File: src/rtl/mux_nch_reg_pkg.sv
// Shared definitions for the N-channel registered multiplexer: mode encodings
// and the wrapping channel-index increment used by the round-robin search.
package mux_pkg;

    localparam logic MODE_FIXED = 1'b0;
    localparam logic MODE_RR    = 1'b1;

    // Wraps explicitly at n-1 so non-power-of-two channel counts stay in range.
    function automatic int unsigned mod_inc(input int unsigned idx, input int unsigned n);
        if (idx >= n - 32'd1) begin
            return 32'd0;
        end
        return idx + 32'd1;
    endfunction

endpackage

File: src/rtl/mux_nch_reg_rr_arbiter.sv
// Combinational round-robin arbiter: searches ptr+1, ptr+2, ... (mod NCH) and
// grants the first requesting channel.
module rr_arbiter
    import mux_pkg::*;
#(
    parameter  int NCH  = 4,
    localparam int SELW = $clog2(NCH)
) (
    input  logic [NCH-1:0]  req,
    input  logic [SELW-1:0] ptr,
    output logic            gnt_valid,
    output logic [SELW-1:0] gnt_idx
);

    localparam int unsigned NCH_U = NCH;

    logic [SELW-1:0] cur;

    always_comb begin
        gnt_valid = 1'b0;
        gnt_idx   = '0;
        cur       = ptr;
        for (int k = 0; k < NCH; k++) begin
            cur = SELW'(mod_inc(32'(cur), NCH_U));
            if (!gnt_valid && req[cur]) begin
                gnt_valid = 1'b1;
                gnt_idx   = cur;
            end
        end
    end

endmodule

File: src/rtl/mux_nch_reg.sv
// N-channel, W-bit registered multiplexer with fixed-select or round-robin
// grant, per-channel valid/ready inputs and a single registered output stage.
module mux_nch_reg
    import mux_pkg::*;
#(
    parameter  int WIDTH = 16,
    parameter  int NCH   = 4,
    localparam int SELW  = $clog2(NCH)
) (
    input  logic                 clk,
    input  logic                 rst_n,
    input  logic                 mode,
    input  logic [SELW-1:0]      sel,
    input  logic [NCH-1:0]       in_valid,
    input  logic [NCH*WIDTH-1:0] in_data,
    output logic [NCH-1:0]       in_ready,
    output logic                 out_valid,
    output logic [WIDTH-1:0]     out_data,
    output logic [SELW-1:0]      out_ch,
    input  logic                 out_ready
);

    // Handshake: a channel transfers when in_valid[g] && in_ready[g]; the
    // output item is consumed when out_valid && out_ready. in_ready is one-hot
    // or zero and only rises when the output register can be loaded.

    logic             out_valid_q, out_valid_d;
    logic [WIDTH-1:0] out_data_q,  out_data_d;
    logic [SELW-1:0]  out_ch_q,    out_ch_d;
    logic [SELW-1:0]  rr_ptr_q,    rr_ptr_d;
    logic             run_q;

    logic             rr_gnt_valid;
    logic [SELW-1:0]  rr_gnt_idx;
    logic             fix_gnt_valid;
    logic             gnt_valid;
    logic [SELW-1:0]  gnt_idx;
    logic             load_en;
    logic             accept;
    logic [WIDTH-1:0] gnt_data;

    rr_arbiter #(
        .NCH (NCH)
    ) u_rr_arbiter (
        .req       (in_valid),
        .ptr       (rr_ptr_q),
        .gnt_valid (rr_gnt_valid),
        .gnt_idx   (rr_gnt_idx)
    );

    // Out-of-range sel simply yields no grant.
    assign fix_gnt_valid = (int'(sel) < NCH) && in_valid[sel];

    always_comb begin
        gnt_valid = 1'b0;
        gnt_idx   = '0;
        if (mode == MODE_RR) begin
            gnt_valid = rr_gnt_valid;
            gnt_idx   = rr_gnt_idx;
        end else begin
            gnt_valid = fix_gnt_valid;
            gnt_idx   = sel;
        end
    end

    // run_q holds off in_ready until the first clock edge after reset release.
    assign load_en  = !out_valid_q || out_ready;
    assign accept   = run_q && load_en && gnt_valid;
    assign in_ready = accept ? (NCH'(1) << gnt_idx) : '0;
    assign gnt_data = in_data[gnt_idx*WIDTH +: WIDTH];

    always_comb begin
        out_valid_d = out_valid_q;
        out_data_d  = out_data_q;
        out_ch_d    = out_ch_q;
        rr_ptr_d    = rr_ptr_q;
        if (accept) begin
            out_valid_d = 1'b1;
            out_data_d  = gnt_data;
            out_ch_d    = gnt_idx;
            if (mode == MODE_RR) begin
                rr_ptr_d = gnt_idx;
            end
        end else if (out_valid_q && out_ready) begin
            out_valid_d = 1'b0;
        end
    end

    always_ff @(posedge clk or negedge rst_n) begin
        if (!rst_n) begin
            out_valid_q <= 1'b0;
            out_data_q  <= '0;
            out_ch_q    <= '0;
            rr_ptr_q    <= SELW'(NCH - 1);
            run_q       <= 1'b0;
        end else begin
            out_valid_q <= out_valid_d;
            out_data_q  <= out_data_d;
            out_ch_q    <= out_ch_d;
            rr_ptr_q    <= rr_ptr_d;
            run_q       <= 1'b1;
        end
    end

    assign out_valid = out_valid_q;
    assign out_data  = out_data_q;
    assign out_ch    = out_ch_q;

endmodule
File: config.mk
export PLATFORM = sky130hd
export DESIGN_NAME = mux_nch_reg
export DESIGN_NICKNAME = d
export VERILOG_FILES = /design/src/rtl/mux_nch_reg_pkg.sv /design/src/rtl/mux_nch_reg_rr_arbiter.sv /design/src/rtl/mux_nch_reg.sv
export SDC_FILE = /design/constraint.sdc
export NUM_CORES = 1
export LEC_CHECK = 0
export BUFFER_PORTS_ARGS = -buffer_cell sky130_fd_sc_hd__buf_2
export CAP_MARGIN = 30
export CORE_UTILIZATION = 35
export CTS_CLUSTER_SIZE = 30
export DETAILED_ROUTE_END_ITERATION = 10
export PLACE_DENSITY = 0.69
export SETUP_SLACK_MARGIN = 0.15
export SYNTH_ARGS = -nofsm -noshare
export SYNTH_HDL_FRONTEND = slang
export SYNTH_HIERARCHICAL = 1
export SYNTH_SLANG_ARGS = --single-unit
File: constraint.sdc
create_clock -name clk -period 3.4 [get_ports clk]
set_clock_uncertainty 0.2 [all_clocks]
set_input_delay 0.68 -clock clk [delete_from_list [all_inputs] [get_ports clk]]
set_output_delay 0.68 -clock clk [all_outputs]
set_load 0.005 [all_outputs]
==> impl_results.md <==
* Buf/Inv on CP at 1
* Row cnt at 24
* DP Cell Count at 276
* Starting Density at 36.4%
* Peak supply drop at approximately 0.00031 V
* Layout area overhead at 38.6%
* PD cells at 652 mW/mm^2
* Unique masters post-synth at 27
* Tcrit/Tclk final at 89.8%
* Die Height at 69.3 microns
* Largest net degree at the start of global routing at 32
* Layout cells sized above 1 at 57.8%
* Tot GR Track Use at 17.2%
* Number of top-level pins at 97
* Final Non-Filler Cells at 282
* Via/cell ratio at 5.02
* CTS H-tree depth at 1
* Reg2reg setup slack at about 0.47 ns
* TNS Setup at 0 ns
* Seq/Total Area, Yosys at 34.9%
* Pins Over Slew Limit at 0
* Final Setup Violations at 0
* Clock Latency Late Sink at 0.26 ns
* Total number of vias at 1416
* Mapped Nets at roughly 210
* First-pass GRT wire length at 6640 microns
* Antenna violations before repair at 0
* DPL Wire Length at a little over 3000 microns
* LEAKAGE at 0.00120 uW
* Synth top area cells: mux2i_1, dfrtp_1, mux2_2, dfstp_2, buf_6
* Crit-path cells: ha_1 -> nand2_2 -> a21oi_1 -> nor3_1 -> mux2i_4 -> nor3b_1 -> buf_2
* Layout Nets at 306
* Hold Crit Class: input pin to asynchronous set/reset pin
* Delay-heaviest family, CP: simple AND/OR/NAND/NOR gates
* WL final at between 3000 and 4000 microns
* Number of flops mapped to enable cells by yosys at 0
* CTS max path bufs at 2
* Starting DRT DRC Count at 36
* GRT overflow at 0
* Crit path kind: flip-flop to output pin
* Critical Path AT at roughly 2.2 ns
* Routed wire length per instance at 13.7 microns
* WP data required at 2.52 ns
* RSZ-0062 raised after global routing: yes
* Die area at 0.00481 sq mm
* Synth Register Bits at 22
* Min Tclk post-route at slightly above 3 ns
* ANT cells at 0
* TritonCTS clock tree: done
* Synth top area share at 33.4%
* CP Launch Type: flip-flop
* CORE AREA at between 0.004 and 0.005 sq mm
* DRT Pass-1 Iters at 4
* Avg Cell Area, Syn at roughly 12 sq um
* Worst-path maximum fanout at 5
* Die Wd at 69.3 microns
* Relative slew margins at around two thirds
* CTS Hold Bufs at 0
* Routability Congestion at 0.734
* Clk sinks at 22
* Slowest cell delay on critical path at 0.60 ns
* Main synth FF type: dfrtp_1
* Max frequency at about 330 MHz
* Dominant cell type by area after synthesis: mux2i_1
* # DRC at 0
* Critical path's slowest cell: dfstp_2
* Post-detailed-route count of antenna-violating nets at 0
* Port-buffer cells at 96
* Ys Warns at 6
* Post-synth ARST share at 100%
* Cts bufs inserted at 3
* Gate Count Post-Synth at 133
* Clk slew on worst S/H paths at about 0.080 ns
* Crit end category: output pin
* Final Hold Vio Count at 0
* Max_cap viols at 0
* Worst slew pin tran at 0.511 ns
* CTS root buf: clkbuf_8
* Synth Cell Area at 0.00159 sq mm
* Vias in the first global route at 1468
* Outcome: completed
==> power breakdown <==
group          internal [uW]  switching, uW  leakage (uW)
Combinational            428            350      0.000918
Clock                    103           82.9     0.0000288
Sequential               395           74.1      0.000256
Total                    926            507       0.00120
==> path summary, 6_finish.rpt <==
path	to	cells after the start	start
setup / recovery	in_ready[3]	7	rr_ptr_q[0]
hold / removal	out_data[8]	1	rst_n
setup reg to reg	out_data[2]	10	rr_ptr_q[0]
hold reg to reg	out_data[2]	1	out_data[2]
max in group asynchronous	rr_ptr_q[1]	1	rst_n
min in group clk	out_data[2]	1	out_data[2]
==> routing by layer <==
metal	wire length, microns	up-vias	track usage [%]
met2	1950	49	30.0
met5	0	-	0
met1	1690	682	20.3
met3	173	6	3.78
li1	-	679	-
met4	63	0	7.03
==> cells in the final DEF, fill, tap and decap left out, types with 3 or more instances in the layout <==
cell | netlist | final
dfrtp_1 | 20 | 20
mux2i_1 | 53 | 51
a21oi_1 | 3 | 3
inv_1 | 4 | 4
nand2_1 | 3 | 3
buf_2 | 3 | 96
buf_4 | 1 | 4
mux2_2 | 19 | 19
clkbuf_8 | 0 | 4
==> metrics by stage <==
| stage | area (sq um) | hold WS (ns) | power [uW] | setup slack (ns) | util, % |
|---|---|---|---|---|---|
| after floorplan | 1590 | 0.184 | 978 | 0.523 | - |
| after global placement | 2120 | 0.287 | 1220 | 0.568 | 48.8 |
| after detailed placement | 2120 | 0.295 | 1250 | 0.508 | 48.8 |
| after CTS | 2180 | 0.195 | 1440 | 0.218 | 50.1 |
| after global routing | 2200 | 0.208 | 1540 | 0.162 | 50.5 |
| final | 2200 | 0.182 | 1430 | 0.346 | 50.5 |
==> kinds of logic after synthesis <==
family                     after synthesis  synth area share [%]
AOI/OAI and AO/OA                        8                  5.44
adders and majority gates                1                 0.789
buffers and inverters                   12                  5.20
DFF                                     22                  34.9
muxes                                   72                  46.9
other                                    1                 0.236
and+or+nand+nor                         17                  6.55
==> registers in the layout, indices dropped and copies added, names as in the netlist <==
register and flops:
out_data 16, out_ch 2, rr_ptr_q 2, out_valid 1, run_q 1
==> Yosys cell counts, drive strengths merged, types with 2 or more instances <==
master  number
a21oi        3
and3b        2
buf          8
dfrtp       20
dfstp        2
inv          4
mux2        19
mux2i       53
nand2        4
nand2b       2
nor2         2
nor3         2
==> layout make-up <==
cell class	instances	area, sq um
clock buffer	4	55.1
fill	394	2150
inverter	4	15.0
multi-input combinational	99	981
sequential	22	553
tap	52	65.1
timing repair buffer	101	531
==> worst register-to-register path, delay by kind of cell, from the launching register on <==
family,cells,cell delay [ns]
AO/OA/AOI/OAI,1,0.36
adder cells (fa/ha/maj),1,0.23
buffers and inverters,2,0.39
flip-flops,1,0.60
multiplexers,4,0.85
AND/OR/NAND/NOR,2,0.19
==> repair_timing <==
action	CTS	global route
setup endpoints to repair	0	4
setup buffers	0	2
gates resized for setup	0	1
(Power assumes the default switching activity.)
